## config.mk

```make
export PLATFORM = sky130hd
export DESIGN_NAME = mxrv_csr_access_flat
export DESIGN_NICKNAME = d
export VERILOG_FILES = /design/src/rtl/mxrv_csr_access_if.sv /design/src/rtl/mxrv_csr_access.sv /design/src/flat_wrapper.sv
export SDC_FILE = /design/constraint.sdc
export NUM_CORES = 1
export LEC_CHECK = 0
export BUFFER_PORTS_ARGS = -buffer_cell sky130_fd_sc_hd__buf_2
export CORE_UTILIZATION = 42
export DETAILED_ROUTE_END_ITERATION = 8
export HOLD_SLACK_MARGIN = 0.12
export SYNTH_ARGS = -nofsm -noshare
export SYNTH_HDL_FRONTEND = slang
export SYNTH_SLANG_ARGS = --single-unit
```

## constraint.sdc

```tcl
create_clock -name clk -period 4.7 [get_ports clk]
set_input_delay 1.175 -clock clk [delete_from_list [all_inputs] [get_ports clk]]
set_output_delay 1.175 -clock clk [all_outputs]
set_load 0.01 [all_outputs]
```

## src/rtl/mxrv_csr_access_if.sv

```systemverilog
// CSR register-file bus: the access block is the master, the CSR file the slave.
// Read data is registered in the CSR file and returns one cycle after the address.
interface mxrv_csr_access_if #(
   parameter int XLEN   = 32,
   parameter int CSR_AW = 12
);
   logic [CSR_AW-1:0] csr_addr_o;
   logic              csr_we_o;
   logic [XLEN-1:0]   csr_wdata_o;
   logic [XLEN-1:0]   csr_rdata_i;

   modport master (
      output csr_addr_o,
      output csr_we_o,
      output csr_wdata_o,
      input  csr_rdata_i
   );

   modport slave (
      input  csr_addr_o,
      input  csr_we_o,
      input  csr_wdata_o,
      output csr_rdata_i
   );
endinterface

```

## src/rtl/mxrv_csr_access.sv

```systemverilog
// Zicsr execute-side initiator: decode, read (1-cycle), read-modify-write, rd return.
// Optional MXRV_CSR_ERRWORD_EN: a read returning ERROR_WORD retires as illegal.
module mxrv_csr_access #(
   parameter int              XLEN       = 32,
   parameter int              CSR_AW     = 12,
   parameter logic [XLEN-1:0] ERROR_WORD = 32'hFFFF_FFFF
) (
   input  logic              clk,
   input  logic              rst_n,
   input  logic              inst_valid_i,
   input  logic [31:0]       inst_i,
   input  logic [XLEN-1:0]   rs1_data_i,
   output logic              ready_o,
   input  logic              flush_i,
   mxrv_csr_access_if.master csr_bus,
   output logic              rd_we_o,
   output logic [4:0]        rd_addr_o,
   output logic [XLEN-1:0]   rd_wdata_o,
   output logic              done_o,
   output logic              illegal_o,
   output logic              inst_succ_o,
   output logic [2:0]        o_dbg_state
);

`ifdef MXRV_CSR_ERRWORD_EN
   localparam bit LP_ERRWORD_EN = 1'b1;
`else
   localparam bit LP_ERRWORD_EN = 1'b0;
`endif

   typedef enum logic [2:0] {
      S_IDLE  = 3'd0,
      S_READ  = 3'd1,
      S_CAPT  = 3'd2,
      S_WRITE = 3'd3,
      S_DONE  = 3'd4
   } state_t;

   state_t            r_state;
   logic [1:0]        r_op;
   logic [4:0]        r_rd;
   logic [CSR_AW-1:0] r_addr;
   logic [XLEN-1:0]   r_src;
   logic [XLEN-1:0]   r_old;
   logic              r_skip_write;
   logic              r_did_read;

   logic              r_ready;
   logic [CSR_AW-1:0] r_csr_addr;
   logic              r_csr_we;
   logic [XLEN-1:0]   r_csr_wdata;
   logic              r_done;
   logic              r_illegal;
   logic              r_succ;
   logic              r_rd_we;
   logic [4:0]        r_rd_addr;
   logic [XLEN-1:0]   r_rd_wdata;

   logic [6:0]        w_opcode;
   logic [2:0]        w_funct3;
   logic [4:0]        w_rd;
   logic [4:0]        w_rs1;
   logic [CSR_AW-1:0] w_addr;
   logic [XLEN-1:0]   w_src;
   logic [XLEN-1:0]   w_rdata;
   logic              w_is_rw;
   logic              w_skip_read;
   logic              w_skip_write;
   logic              w_illegal;
   logic              w_accept;
   logic              w_is_errword;

   assign w_opcode     = inst_i[6:0];
   assign w_rd         = inst_i[11:7];
   assign w_funct3     = inst_i[14:12];
   assign w_rs1        = inst_i[19:15];
   assign w_addr       = inst_i[31 -: CSR_AW];
   assign w_src        = w_funct3[2] ? {{(XLEN-5){1'b0}}, w_rs1} : rs1_data_i;
   assign w_is_rw      = (w_funct3[1:0] == 2'b01);
   assign w_skip_read  = w_is_rw & (w_rd == 5'd0);
   assign w_skip_write = ~w_is_rw & (w_rs1 == 5'd0);
   // Top two address bits 11 mark the read-only CSR space.
   assign w_illegal    = ~w_skip_write & (w_addr[CSR_AW-1 -: 2] == 2'b11);
   // funct3[1:0] == 00 covers both 000 (ECALL/EBREAK...) and 100 (reserved).
   assign w_accept     = inst_valid_i & r_ready & ~flush_i &
                         (w_opcode == 7'b1110011) & (w_funct3[1:0] != 2'b00);
   assign w_rdata      = csr_bus.csr_rdata_i;
   assign w_is_errword = (w_rdata == ERROR_WORD);

   function automatic logic [XLEN-1:0] f_new_val(input logic [1:0]      op,
                                                 input logic [XLEN-1:0] old,
                                                 input logic [XLEN-1:0] src);
      case (op)
         2'b01:   f_new_val = src;
         2'b10:   f_new_val = old | src;
         default: f_new_val = old & ~src;
      endcase
   endfunction

   always_ff @(posedge clk or negedge rst_n) begin
      if (!rst_n) begin
         r_state      <= S_IDLE;
         r_op         <= 2'b00;
         r_rd         <= 5'd0;
         r_addr       <= '0;
         r_src        <= '0;
         r_old        <= '0;
         r_skip_write <= 1'b0;
         r_did_read   <= 1'b0;
         r_ready      <= 1'b1;
         r_csr_addr   <= '0;
         r_csr_we     <= 1'b0;
         r_csr_wdata  <= '0;
         r_done       <= 1'b0;
         r_illegal    <= 1'b0;
         r_succ       <= 1'b0;
         r_rd_we      <= 1'b0;
         r_rd_addr    <= 5'd0;
         r_rd_wdata   <= '0;
      end else begin
         case (r_state)
            S_IDLE: begin
               if (w_accept) begin
                  r_op         <= w_funct3[1:0];
                  r_rd         <= w_rd;
                  r_addr       <= w_addr;
                  r_src        <= w_src;
                  r_skip_write <= w_skip_write;
                  r_old        <= '0;
                  r_did_read   <= 1'b0;
                  r_ready      <= 1'b0;
                  if (w_illegal) begin
                     r_state    <= S_DONE;
                     r_done     <= 1'b1;
                     r_illegal  <= 1'b1;
                     r_succ     <= 1'b0;
                     r_rd_we    <= 1'b0;
                     r_rd_addr  <= w_rd;
                     r_rd_wdata <= '0;
                  end else if (w_skip_read) begin
                     r_state     <= S_WRITE;
                     r_csr_addr  <= w_addr;
                     r_csr_we    <= 1'b1;
                     r_csr_wdata <= w_src;
                  end else begin
                     r_state    <= S_READ;
                     r_csr_addr <= w_addr;
                     r_csr_we   <= 1'b0;
                  end
               end
            end
            S_READ: begin
               r_csr_addr <= '0;
               if (flush_i) begin
                  r_state <= S_IDLE;
                  r_ready <= 1'b1;
               end else begin
                  r_state <= S_CAPT;
               end
            end
            S_CAPT: begin
               if (flush_i) begin
                  r_state <= S_IDLE;
                  r_ready <= 1'b1;
               end else begin
                  r_old      <= w_rdata;
                  r_did_read <= 1'b1;
                  if (LP_ERRWORD_EN && w_is_errword) begin
                     r_state    <= S_DONE;
                     r_done     <= 1'b1;
                     r_illegal  <= 1'b1;
                     r_succ     <= 1'b0;
                     r_rd_we    <= 1'b0;
                     r_rd_addr  <= r_rd;
                     r_rd_wdata <= w_rdata;
                  end else if (r_skip_write) begin
                     r_state    <= S_DONE;
                     r_done     <= 1'b1;
                     r_succ     <= 1'b1;
                     r_rd_we    <= (r_rd != 5'd0);
                     r_rd_addr  <= r_rd;
                     r_rd_wdata <= w_rdata;
                  end else begin
                     // Old value is modified straight off the read bus; r_old lands the same edge.
                     r_state     <= S_WRITE;
                     r_csr_addr  <= r_addr;
                     r_csr_we    <= 1'b1;
                     r_csr_wdata <= f_new_val(r_op, w_rdata, r_src);
                  end
               end
            end
            S_WRITE: begin
               r_state     <= S_DONE;
               r_csr_addr  <= '0;
               r_csr_we    <= 1'b0;
               r_csr_wdata <= '0;
               r_done      <= 1'b1;
               r_succ      <= 1'b1;
               r_rd_we     <= r_did_read & (r_rd != 5'd0);
               r_rd_addr   <= r_rd;
               r_rd_wdata  <= r_old;
            end
            S_DONE: begin
               r_state    <= S_IDLE;
               r_ready    <= 1'b1;
               r_done     <= 1'b0;
               r_illegal  <= 1'b0;
               r_succ     <= 1'b0;
               r_rd_we    <= 1'b0;
               r_rd_addr  <= 5'd0;
               r_rd_wdata <= '0;
            end
            default: begin
               r_state <= S_IDLE;
               r_ready <= 1'b1;
            end
         endcase
      end
   end

   assign ready_o             = r_ready;
   assign csr_bus.csr_addr_o  = r_csr_addr;
   assign csr_bus.csr_we_o    = r_csr_we;
   assign csr_bus.csr_wdata_o = r_csr_wdata;
   assign done_o              = r_done;
   assign illegal_o           = r_illegal;
   assign inst_succ_o         = r_succ;
   assign rd_we_o             = r_rd_we;
   assign rd_addr_o           = r_rd_addr;
   assign rd_wdata_o          = r_rd_wdata;
   assign o_dbg_state         = r_state;

endmodule
```

## src/flat_wrapper.sv

```systemverilog
// flat-port wrapper written by rule: the top's interface ports become plain ports
module mxrv_csr_access_flat 
#(
   parameter int              XLEN       = 32,
   parameter int              CSR_AW     = 12,
   parameter logic [XLEN-1:0] ERROR_WORD = 32'hFFFF_FFFF
)
  (clk, rst_n, inst_valid_i, inst_i, rs1_data_i, ready_o, flush_i, rd_we_o, rd_addr_o, rd_wdata_o, done_o, illegal_o, inst_succ_o, o_dbg_state, csr_bus_csr_addr_o, csr_bus_csr_we_o, csr_bus_csr_wdata_o, csr_bus_csr_rdata_i);
  mxrv_csr_access_if #(.XLEN(XLEN), .CSR_AW(CSR_AW)) csr_bus_i ();
  input  logic clk;
  input  logic rst_n;
  input  logic inst_valid_i;
  input  logic [31:0] inst_i;
  input  logic [XLEN-1:0] rs1_data_i;
  output logic ready_o;
  input  logic flush_i;
  output logic rd_we_o;
  output logic [4:0] rd_addr_o;
  output logic [XLEN-1:0] rd_wdata_o;
  output logic done_o;
  output logic illegal_o;
  output logic inst_succ_o;
  output logic [2:0] o_dbg_state;
  output wire logic [$bits(csr_bus_i.csr_addr_o)-1:0] csr_bus_csr_addr_o;
  output wire logic [$bits(csr_bus_i.csr_we_o)-1:0] csr_bus_csr_we_o;
  output wire logic [$bits(csr_bus_i.csr_wdata_o)-1:0] csr_bus_csr_wdata_o;
  input wire logic [$bits(csr_bus_i.csr_rdata_i)-1:0] csr_bus_csr_rdata_i;
  assign csr_bus_csr_addr_o = csr_bus_i.csr_addr_o;
  assign csr_bus_csr_we_o = csr_bus_i.csr_we_o;
  assign csr_bus_csr_wdata_o = csr_bus_i.csr_wdata_o;
  assign csr_bus_i.csr_rdata_i = csr_bus_csr_rdata_i;
  mxrv_csr_access #(.XLEN(XLEN), .CSR_AW(CSR_AW), .ERROR_WORD(ERROR_WORD)) u_core (.clk(clk), .rst_n(rst_n), .inst_valid_i(inst_valid_i), .inst_i(inst_i), .rs1_data_i(rs1_data_i), .ready_o(ready_o), .flush_i(flush_i), .csr_bus(csr_bus_i), .rd_we_o(rd_we_o), .rd_addr_o(rd_addr_o), .rd_wdata_o(rd_wdata_o), .done_o(done_o), .illegal_o(illegal_o), .inst_succ_o(inst_succ_o), .o_dbg_state(o_dbg_state));
endmodule
```

Word level (Yosys, flattened, before mapping)
Cells that the tools add are included.
{"block": "classes", "n_eq_ne": 17, "mux": 56, "bitwise": 15, "reduce_logical": 20}
{"cell": "32-bit two-way mux", "count": 12}
{"cell": "32-bit one-hot mux with 2 select lines", "count": 2}
{"cell": "32-bit one-hot mux with 4 select lines", "count": 1}
{"cell": "32-bit one-hot mux with 3 select lines", "count": 1}
{"cell": "12-bit two-way mux", "count": 4}
{"cell": "12-bit one-hot mux with 3 select lines", "count": 1}
{"cell": "32-bit bitwise AND", "count": 1}
{"cell": "32-bit NOT", "count": 1}
{"cell": "32-bit bitwise OR", "count": 1}
{"cell": "5-bit two-way mux", "count": 4}
{"cell": "5-bit one-hot mux with 4 select lines", "count": 1}
{"cell": "1-bit two-way mux", "count": 16}
{"cell": "5-bit AND reduction", "count": 3}
{"cell": "3-bit two-way mux", "count": 4}
{"cell": "1-bit one-hot mux with 4 select lines", "count": 3}
{"cell": "3-bit one-hot mux with 4 select lines", "count": 1}
{"cell": "5-bit zero test", "count": 2}
{"cell": "2-bit by 1-bit inequality test with 1-bit output, second input constant", "count": 5}
{"cell": "3-bit AND reduction", "count": 3}
{"cell": "1-bit bitwise AND", "count": 8}
{"cell": "7-bit equality test, second input constant", "count": 1}
{"cell": "3-bit by 2-bit equality test with 1-bit output, second input constant", "count": 2}
{"cell": "2-bit inequality test, second input constant", "count": 3}
{"cell": "1-bit one-hot mux with 3 select lines", "count": 2}
{"cell": "15 further kinds", "count": 26}
{"block": "word_totals", "reg_bits": 175, "input_bits": 100, "output_inout_bits": 90, "elab_cells": 126}

Depth between registers and ports, before layout
Gate-level depths: netlist (run 1).
{"block": "depth", "ltp_word": 8, "ltp_mapped": 10, "depth_no_buf": 7}

Least setup slack after synthesis (run 1)
No wires, ideal clock.
{"block": "synth_timing", "path_type": "input to register", "start": "input port inst_i[2]", "end": "register u_core.r_csr_wdata[10], in the netlist u_core.csr_bus.csr_wdata_o[10]", "t_arrival_ns": 2.630, "required_time_ns": 4.575, "setup_slack_ns": 1.945, "stages": 6, "cell_sequence": "and4bb_2 o2111ai_4 a21boi_4 o2111a_4 buf_12 mux2_4"}
{"block": "synth_between", "elab_chain_len": 5}
{"item": "start: declaration", "line": "flat_wrapper.sv:13", "rtl": "input logic [31:0] inst_i;"}
{"item": "7-bit equality test", "line": "mxrv_csr_access.sv:86", "rtl": "(w_opcode == 7'b1110011) & (w_funct3[1:0] != 2'b00);"}
{"item": "1-bit bitwise AND", "line": "mxrv_csr_access.sv:85", "rtl": "assign w_accept = inst_valid_i & r_ready & ~flush_i &"}
{"item": "1-bit bitwise AND", "line": "mxrv_csr_access.sv:86"}
{"item": "2-bit by 1-bit inequality test with 1-bit output (no source line)"}
{"item": "6-bit AND reduction (no source line)"}
{"item": "end signal: assignment", "line": "mxrv_csr_access.sv:144", "rtl": "r_csr_wdata <= w_src;"}
{"item": "end signal: assignment", "line": "mxrv_csr_access.sv:188", "rtl": "r_csr_wdata <= f_new_val(r_op, w_rdata, r_src);"}
{"item": "end: declaration", "line": "mxrv_csr_access.sv:51", "rtl": "logic [XLEN-1:0] r_csr_wdata;"}
No other way between the ends.
A chain may end at the register's enable or synchronous reset.

Final worst setup path (run 1)
{"block": "layout_timing", "start": "register u_core.r_op[0]", "end": "register u_core.r_csr_wdata[9], in the netlist u_core.csr_bus.csr_wdata_o[9]"}
{"block": "layout_between", "elab_chain_len": 5, "elab_cells_between_ends": 6, "cone_classes": "2 x eq/ne; 4 x mux"}
{"item": "start: declaration", "line": "mxrv_csr_access.sv:40", "rtl": "logic [1:0] r_op;"}
{"item": "start signal: assignment", "line": "mxrv_csr_access.sv:124", "rtl": "r_op <= w_funct3[1:0];"}
{"item": "2-bit equality test / 2-bit by 1-bit equality test with 1-bit output (equally long branches)", "line": "mxrv_csr_access.sv:93", "rtl": "case (op)"}
{"item": "32-bit one-hot mux with 2 select lines (*)", "line": "mxrv_csr_access.sv:93"}
{"item": "32-bit two-way mux (*)", "line": "mxrv_csr_access.sv:176", "rtl": "end else if (r_skip_write) begin"}
{"item": "32-bit two-way mux (*)", "line": "mxrv_csr_access.sv:162", "rtl": "if (flush_i) begin"}
{"item": "32-bit one-hot mux with 3 select lines (*)", "line": "mxrv_csr_access.sv:121", "rtl": "case (r_state)"}
Mark *: on every way between the ends. The rest lies on a longest branch, timed or not. The select of a mux whose other input is x is not followed.

==> impl_metrics.yaml, run 1 <==
run_status:
  status: "finished clean"
yosys:
  ys_seq_area_share_pct: 48.1
  syn_area_mm2: 0.00912
  ys_dominant_reg_cell: "dfrtp_1"
  synth-seq-cells: 175
  netlist_instances: 946
  synth.avg_cell_area_um2: 9.64
  ys_top_cells_by_area: "dfrtp_1 (48%), nand2_1 (7.7%), o21ai_0 (6.4%)"
  synth_top_area_share_pct: 47.8
  ys_types: 54
  synth-edff-count: 0
  async_flop_share_pct: 100
  yosysTopAreaCell: "dfrtp_1"
  synth_nets: 1048
  yosys_warnings: 0
drt:
  avgRoutedWirePerCell_um: 18.1
  routed-via-count: 7346
  drtIter0Drc: 429
  ant_nets: 0
  wirelength_mm: 25.1
  drt-pass1-iter-count: 5
  drc: 0
  viasPerCell: 5.30
critical_path:
  crit_path_end_kind: "flip-flop"
  ff2ff_setup_slack_ps: 1840
  worst-r2r-cell-count: 9
  worstPathArrival_ps: 3230
  crit_required_ps: 5080
  r2r_end: "u_core.csr_bus.csr_wdata_o[9]$_DFFE_PN0P_"
  crit_fanout: 33
  startpoint_type: "flip-flop"
  r2r_start: "u_core.r_op[0]$_DFFE_PN0P_"
  worstSetupPathType: "reg -> reg"
  crit_start: "u_core.r_op[0]$_DFFE_PN0P_"
clock_tree:
  root_buffer: "clkbuf_16"
  htree_levels: 4
  cts_buffer_depth: 2
  clkSinkCount: 175
  cts_made_buffers: 17
  tritoncts: "yes"
  clock_latency_ps: 430
  cts_resized: 0
  postCtsSetupRepairBufs: 0
  path_clk_slew_ps: 70
  postCtsHoldBufs: 0
floorplanning:
  die_y_um: 149
  core.rowCount: 53
  die_x_um: 149
  dieArea_mm2: 0.0223
  start_util_pct: 43.1
  coreArea_mm2: 0.0212
  pin_count: 190
hold_path:
  hold_path_class: "reg -> reg"
  min_from: "u_core.r_addr[7]$_DFFE_PN0P_"
  min_path_cells: 2
  hold_end: "u_core.r_addr[7]$_DFFE_PN0P_"
sta:
  slew_viol_final: 0
  tightest_slew_ps: 1130
  rsz0062_at_grt: "no"
  fin_ws_ps: 1840
  fin_setup_tns_ps: 0
  period_needed_ps: 2860
  hold_violations: 0
  fin_crit_sh_pct: 60.8
  max_freq_mhz: 350
  finalSetupViolCount: 0
  skew_ps: 13.9
  relSlewSlack_pct: 24.7
  whs_ps: 470
layout:
  register_area_mm2: 0.00438
  areaGrowthSynthToFinish_pct: 17.6
  drive_gt1_share_pct: 29.4
  fin_util_pct: 50.7
  fillers: 2003
  fin_cells: 1387
  nets: 1199
  stdcell_area_mm2: 0.0107
  multiInputGateArea_mm2: 0.00430
power:
  peakVddDrop_mv: 0.252
  powerDensity_mw_per_mm2: 431
  fin_total_pwr_mw: 4.62
  p_leak_nw: 5.14
global_routing:
  grt_pass1_wl_mm: 40.3
  antenna_found_initial: 6
  grt.overflow.total: 0
  grt_pass1_vias: 7172
  grt_max_degree: 84
  track_usage_pct: 23.7
placed_design:
  io_buffers: 189
  dp_hpwl_mm: 16.4
  dp_cells: 1353
  pre_cts_slack_ps: 1410
  placed_area_mm2: 0.0101
  routabilityCongestion: 0.809
job:
  maxCapViolCount: 0
==> synthesized netlist by cell type (all sizes together), types with 3 or more instances <==
cell / n
nor3: 5
mux2: 71
a211oi: 4
a21oi: 84
mux2i: 37
a31oi: 3
nand2b: 29
buf: 33
clkbuf: 36
o22ai: 5
inv: 8
nor2: 72
or4: 28
nor2b: 13
dfrtp: 174
nand2: 186
o21ai: 127
o31a: 5
==> power breakdown <==
part	switching (mW)	total, mW	internal, mW	leakage (nW)
Combinational	0.673	1.21	0.533	2.54
Clock	0.627	1.39	0.761	0.277
Sequential	0.193	2.02	1.83	2.33
==> cells by family (layout without fill, tap and decap cells) <==
group	Yosys count	after routing	share of synthesized area (%)
simple gates	345	345	17.8
compound gates	236	236	14.8
flops	175	175	48.1
mux	108	108	14.1
buf+inv	79	243	4.91
fa+ha+maj	2	2	0.274
xor+xnor	1	1	0.0961
other cells	0	2	0
==> placed cells by master, fill, tap and decap left out, types with 8 or more instances in the layout <==
| cell type | count |
|---|---|
| buf_4 | 12 |
| o21ai_0 | 116 |
| o21ai_1 | 11 |
| a21oi_2 | 8 |
| nand2_1 | 186 |
| mux2i_1 | 37 |
| or4_1 | 27 |
| nor2b_1 | 12 |
| nor2_1 | 72 |
| mux2_4 | 30 |
| mux2_2 | 34 |
| inv_1 | 8 |
| a21oi_1 | 76 |
| buf_2 | 188 |
| clkbuf_16 | 17 |
| dfrtp_1 | 173 |
| nand2b_1 | 27 |
==> area by class of cell <==
type | count | area share (%)
Inverter | 8 | 0.280
Clock inverter | 12 | 1.02
Clock buffer | 20 | 4.26
Antenna cell | 2 | 0.0467
Tap cell | 275 | 3.21
Multi-Input combinational cell | 692 | 40.2
Timing Repair Buffer | 203 | 10.1
Sequential cell | 175 | 40.9
==> routing by layer <==
layer / global-route usage [%] / up-vias / wire (µm)
met5: 0 / - / 44
met4: 6.73 / 8 / 399
met3: 5.69 / 27 / 1600
met2: 38.8 / 220 / 12100
met1: 31.0 / 3526 / 11000
li1: - / 3565 / -
==> worst max path at each step <==
stage / to / slack (ps) / cells after the start
global route: u_core.csr_bus.csr_wdata_o[10]$_DFFE_PN0P_ / 1680 / 9
CTS: u_core.csr_bus.csr_wdata_o[28]$_DFFE_PN0P_ / 1820 / 9
finish: u_core.csr_bus.csr_wdata_o[9]$_DFFE_PN0P_ / 1840 / 9
floorplan: u_core.csr_bus.csr_wdata_o[10]$_DFFE_PN0P_ / 1950 / 6
global placement: u_core.csr_bus.csr_wdata_o[31]$_DFFE_PN0P_ / 1440 / 6
detailed placement: u_core.csr_bus.csr_wdata_o[31]$_DFFE_PN0P_ / 1410 / 6
==> registers in the layout, indices dropped and copies added (netlist names) <==
register,cells
u_core.r_addr,12
u_core.r_rd,5
u_core.r_src,32
u_core.r_did_read,1
u_core.inst_succ_o,1
u_core.done_o,1
u_core.csr_bus.csr_we_o,1
u_core.rd_addr_o,5
u_core.illegal_o,1
u_core.rd_we_o,1
u_core.r_op,2
u_core.csr_bus.csr_wdata_o,32
u_core.rd_wdata_o,32
u_core.csr_bus.csr_addr_o,12
u_core.o_dbg_state,3
u_core.r_old,32
u_core.r_skip_write,1
u_core.ready_o,1
==> critical path: stages (launching register included) <==
cell and delay [ps]:
dfrtp_1 340, inv_1 60, ha_1 270, buf_4 370
or2_1 560, buf_4 380, a21oi_1 60, or4_1 480
o21ai_0 110, mux2_4 180
No activity file was read; power rests on OpenSTA's default activity.
==> inputs of run 2 (changes only) <==
--- a/config.mk
+++ b/config.mk
@@ -5,6 +5,7 @@
 export SDC_FILE = /design/constraint.sdc
 export NUM_CORES = 1
 export LEC_CHECK = 0
+export ABC_AREA = 1
 export BUFFER_PORTS_ARGS = -buffer_cell sky130_fd_sc_hd__buf_2
 export CORE_UTILIZATION = 42
 export DETAILED_ROUTE_END_ITERATION = 8
==> constraint.sdc (replaced) <==
create_clock -name clk -period 2.7 [get_ports clk]
set_input_delay 0.675 -clock clk [delete_from_list [all_inputs] [get_ports clk]]
set_output_delay 0.675 -clock clk [all_outputs]
set_load 0.01 [all_outputs]
==> impl_metrics.yaml, run 2 <==
yosys:
  ys_top_cells_by_area: "dfrtp_1 (49%), nand2_1 (18%), nand3_1 (6.8%)"
  yosysMostFrequentCell: "nand2_1"
  ys_types: 34
  synth-simple-area-share_pct: 30.6
  synth-edff-count: 0
  ys_dominant_reg_cell: "dfrtp_1"
  syn_area_mm2: 0.00886
  synth-seq-cells: 175
  synth_top_area_share_pct: 49.1
  netlist_instances: 1127
  synth.avg_cell_area_um2: 7.86
  synth_nets: 1229
  synth_compound_gate_area_share_pct: 11.7
  synth_common_cells: "nand2_1 (422), dfrtp_1 (174), nand3_1 (121)"
  synth_mux_area_share_pct: 0
  yosys_warnings: 0
  post_synth_xor_area_fraction_pct: 0
  yosys.area_share.adder_pct: 0.282
  yosysTopAreaCell: "dfrtp_1"
  async_flop_share_pct: 100
  synth_top_family_by_area: "simple AND/OR/NAND/NOR gates"
  ys_seq_area_share_pct: 49.4
critical_path:
  ff2ff_setup_slack_ps: 750
  crit_path_end_kind: "flip-flop"
  crit_start: "u_core.o_dbg_state[1]$_DFFE_PN0N_"
  slowest_stage: "buf_4"
  cpPeakStageDelay_ps: 540
  crit_chain: "nand2_4, nor2_4, buf_4, o2111ai_1, nand2_1, nand3_1, nand2_1"
  startpoint_type: "flip-flop"
  crit_fanout: 59
  worstPathArrival_ps: 2320
  crit_required_ps: 3070
  r2r_end: "u_core.csr_bus.csr_wdata_o[5]$_DFFE_PN0P_"
  crit_top_cell: "nand2_1"
  worstSetupPathType: "reg -> reg"
  worst-r2r-cell-count: 7
  r2r_start: "u_core.o_dbg_state[1]$_DFFE_PN0N_"
power:
  powerDensity_mw_per_mm2: 505
  power_frac_seq_pct: 48.8
  peakVddDrop_mv: 0.454
  clock_power_share_pct: 45.9
  switchingPower_mw: 1.27
  p_leak_nw: 6.00
  p_int_mw: 4.11
  swShare_pct: 23.6
  pwr-share-comb_pct: 5.3
placed_design:
  routabilityCongestion: 0.844
  dp_hpwl_mm: 17.7
  io_buffers: 189
  pre_cts_slack_ps: 351
sta:
  fin_crit_sh_pct: 72.1
  slew_viol_final: 0
  relSlewSlack_pct: 58.3
  max_freq_mhz: 513
  fin_setup_tns_ps: 0
  fin_ws_ps: 753
  tightest_slew_ps: 624
  skew_ps: 8.76
  rsz0062_at_grt: "no"
  finalSetupViolCount: 0
  hold_violations: 0
  period_needed_ps: 1950
clock_tree:
  cts_resized: 0
  htree_levels: 4
  postCtsSetupRepairBufs: 0
  cts_buffer_depth: 2
  clock_latency_ps: 430
  path_clk_slew_ps: 70
  clkSinkCount: 175
  postCtsHoldBufs: 0
  cts_made_buffers: 17
  tritoncts: "yes"
  root_buffer: "clkbuf_16"
floorplanning:
  pin_count: 190
  core.rowCount: 52
  start_util_pct: 43.4
  die_x_um: 147
  die_y_um: 147
  coreArea_mm2: 0.0204
  dieArea_mm2: 0.0217
drt:
  routed-via-count: 7981
  drtIter0Drc: 476
  avgRoutedWirePerCell_um: 16.0
  drc: 0
  wirelength_mm: 25.3
  ant_nets: 0
  drt-pass1-iter-count: 6
  viasPerCell: 5.06
job:
  maxCapViolCount: 0
global_routing:
  track_usage_pct: 24.6
  grt_max_degree: 60
  grt.overflow.total: 0
  grt_pass1_vias: 7765
  antenna_found_initial: 5
  grt_pass1_wl_mm: 41.8
run_status:
  status: "finished clean"
layout:
  drive_gt1_share_pct: 23.3
  nets: 1392
  layout_common_cells: "nand2_1 (422), buf_2 (188), dfrtp_1 (174), nand3_1 (121), o21ai_0 (116)"
  areaGrowthSynthToFinish_pct: 20.1
  layout_commonest_cell: "nand2_1"
  fillers: 2086
hold_path:
  hold_path_class: "in -> async"
==> run 2: worst max-delay path, delay by kind of cell, from the launching register on <==
family	cells	cell delay (ps)
flops	1	490
simple gates	5	600
compound gates	1	230
buf+inv	1	540
==> run 2: how the worst max path moves through the flow <==
stage                                                 end  slack, ps  cells past startpoint
4_1_cts         u_core.csr_bus.csr_wdata_o[0]$_DFFE_PN0P_        740                      8
6_report        u_core.csr_bus.csr_wdata_o[5]$_DFFE_PN0P_        750                      7
3_3_place_gp    u_core.csr_bus.csr_wdata_o[0]$_DFFE_PN0P_        390                     11
3_5_place_dp    u_core.csr_bus.csr_wdata_o[0]$_DFFE_PN0P_        350                     11
2_1_floorplan  u_core.csr_bus.csr_wdata_o[22]$_DFFE_PN0P_        890                     11
5_1_grt        u_core.csr_bus.csr_wdata_o[16]$_DFFE_PN0P_        600                      7
==> run 2: cell families after synthesis <==
family          count (synthesis)
compound gates                178
fa+ha+maj                       2
buf+inv                       151
flops                         175
simple gates                  621
==> run 2: power by group through the flow <==
stage,Combinational (mW),Clock (mW),Sequential (mW)
global route,0.319,2.63,2.62
floorplan,0.0846,0,2.68
global placement,0.285,0,2.67
CTS,0.286,2.51,2.62
finish,0.282,2.47,2.63
detailed placement,0.285,0,2.67
==> run 2: routing by layer <==
metal,wire length [µm],vias to the layer above,part of all wire (%),global-route usage (%)
met4,410,0,1.6,8.71
li1,-,3992,-,-
met3,1370,29,5.4,3.66
met5,0,-,0,0
met2,10800,241,43,35.7
met1,12700,3719,50,37.1
==> run 2: through the flow <==
stage	area (µm²)	util, %	cells	hold WS, ps	power (mW)
final	10600	52.1	1577	177	5.37
after global routing	10600	52.1	1577	216	5.57
after CTS	10600	52.0	1572	210	5.42
after detailed placement	10000	49.2	1541	454	2.96
after global placement	10000	49.2	1541	451	2.96
after floorplan	8860	-	1127	379	2.76
==> run 2: cell type report <==
cell class / instances / area, µm² / share of cell area [%]
diodes: 5 / 12.5 / 0.118
clock buffers: 19 / 443 / 4.16
clock inverters: 12 / 139 / 1.31
inverters: 80 / 303 / 2.85
multi-input cells: 801 / 3780 / 35.5
flip-flops and latches: 175 / 4380 / 41.2
well taps: 270 / 338 / 3.17
repair buffers: 215 / 1250 / 11.7
==> inputs of run 3 (changes only) <==
==> constraint.sdc (replaced) <==
create_clock -name clk -period 2 [get_ports clk]
set_input_delay 0.5 -clock clk [delete_from_list [all_inputs] [get_ports clk]]
set_output_delay 0.5 -clock clk [all_outputs]
set_load 0.01 [all_outputs]
==> impl_metrics.yaml, run 3 (synthesis results as in run 2) <==
clock_tree:
  htree_levels: 4
  cts_made_buffers: 17
  path_clk_slew_ps: 70
  root_buffer: "clkbuf_16"
  cts_buffer_depth: 2
  clock_latency_ps: 440
  postCtsSetupRepairBufs: 0
  clkSinkCount: 175
  tritoncts: "yes"
global_routing:
  antenna_found_initial: 3
  grt_pass1_vias: 7245
  track_usage_pct: 23.8
  use_met1_pct: 36.7
  grt_pass1_wl_mm: 40.2
  gr-usage-met3_pct: 4.04
  grt.overflow.total: 0
  use_met2_pct: 34.1
  busiest_layer: "met1"
  grt_max_degree: 61
power:
  p_leak_nw: 6.17
  powerDensity_mw_per_mm2: 660
  fin_total_pwr_mw: 7.20
  peakVddDrop_mv: 0.623
drt:
  drc: 0
  routed-via-count: 8061
  avgRoutedWirePerCell_um: 16.1
  wirelength_mm: 25.8
  viasPerCell: 5.03
  drt-pass1-iter-count: 5
  drtIter0Drc: 604
  ant_nets: 0
floorplanning:
  dieArea_mm2: 0.0217
  core.rowCount: 52
  pin_count: 190
  coreArea_mm2: 0.0204
  die_x_um: 147
  die_y_um: 147
  start_util_pct: 43.4
placed_design:
  io_buffers: 189
  dp_hpwl_mm: 17.9
  placed_area_mm2: 0.0103
  routabilityCongestion: 0.834
hold_path:
  hold_path_class: "in -> reg"
sta:
  relSlewSlack_pct: 64.7
  hold_violations: 0
  fin_crit_sh_pct: 95.2
  finalSetupViolCount: 0
  skew_ps: 9.42
  tightest_slew_ps: 529
  period_needed_ps: 1900
  slew_viol_final: 0
  whs_ps: 316
  fin_setup_tns_ps: 0
  max_freq_mhz: 525
layout:
  layout_common_cells: "nand2_1 (422), buf_2 (188), dfrtp_1 (174), nand3_1 (120), o21ai_0 (116)"
  drive_gt1_share_pct: 24.8
  areaGrowthSynthToFinish_pct: 23.1
  nets: 1417
  layout_commonest_cell: "nand2_1"
  stdcell_area_mm2: 0.0109
  fillers: 2022
critical_path:
  worstPathArrival_ps: 2280
  crit_path_end_kind: "flip-flop"
  crit_fanout: 9
  worstSetupPathType: "reg -> reg"
  crit_required_ps: 2380
  startpoint_type: "flip-flop"
run_status:
  status: "finished clean"
job:
  maxCapViolCount: 0
## run 3: critical path: stages, from the launching register on
cell and delay (ps):
dfstp_2 560, nand2_1 80, nor2_2 120, nand3_2 100, nand2_4 80, nand2_4 90
buf_4 170, nor2_8 240, buf_4 220, nand3_1 110, nand2_1 80
## run 3: repair_timing
action                                 4_1_cts  5_1_grt
gates cloned                                 0        2
resized for setup                            1        4
hold buffers                                 1        0
pin swaps                                    2        3
endpoints found under the hold margin       38        0
setup endpoints to repair                   17       78
## run 3: cell type report
cell class              instances  area, µm²  area share (%)
clock buffers                  18        429            3.93
flip-flops and latches        175       4380            40.2
inverters                      80        303            2.78
clock inverters                14        133            1.22
well taps                     270        338            3.10
repair buffers                238       1510            13.8
multi-input cells             803       3810            35.0
diodes                          3       7.51          0.0688
## run 3: where the power goes
part           total (mW)  switching, mW  internal (mW)
sequential           3.54        0.00157           3.54
clock                3.25           1.52           1.74
combinational       0.406          0.258          0.148
total                7.20           1.77           5.43
## run 3: metrics by stage
step	setup WS (ps)	instances	util, %
3_3_place_gp	-209	1563	50.3
4_1_cts	-0.190	1596	53.2
3_5_place_dp	-235	1563	50.3
6_report	96.7	1601	53.4
5_1_grt	-5.69	1601	53.4
2_1_floorplan	270	1127	-
## run 3: path summary, 6_finish.rpt
path | cells past startpoint | endpoint | slack, ps | start
hold / removal | 3 | u_core.r_src[8]$_DFFE_PN0P_ | 320 | rs1_data_i[8]
min in group asynchronous | 2 | u_core.r_addr[5]$_DFFE_PN0P_ | 580 | rst_n
max in group asynchronous | 3 | u_core.r_src[24]$_DFFE_PN0P_ | 830 | rst_n
hold reg to reg | 2 | u_core.rd_wdata_o[31]$_DFFE_PN0P_ | 470 | u_core.rd_wdata_o[31]$_DFFE_PN0P_
setup / recovery | 10 | u_core.csr_bus.csr_wdata_o[25]$_DFFE_PN0P_ | 100 | u_core.ready_o$_DFFE_PN1P_
setup reg to reg | 10 | u_core.csr_bus.csr_wdata_o[25]$_DFFE_PN0P_ | 100 | u_core.ready_o$_DFFE_PN1P_
## run 3: routing by layer
metal  vias up  wire length (µm)  part of all wire, %
met5         -                 0                    0
met4         0               287                  1.1
met3        21              1380                  5.3
met2       233             11300                   44
met1      3766             12800                   50
li1       4041                 -                    -
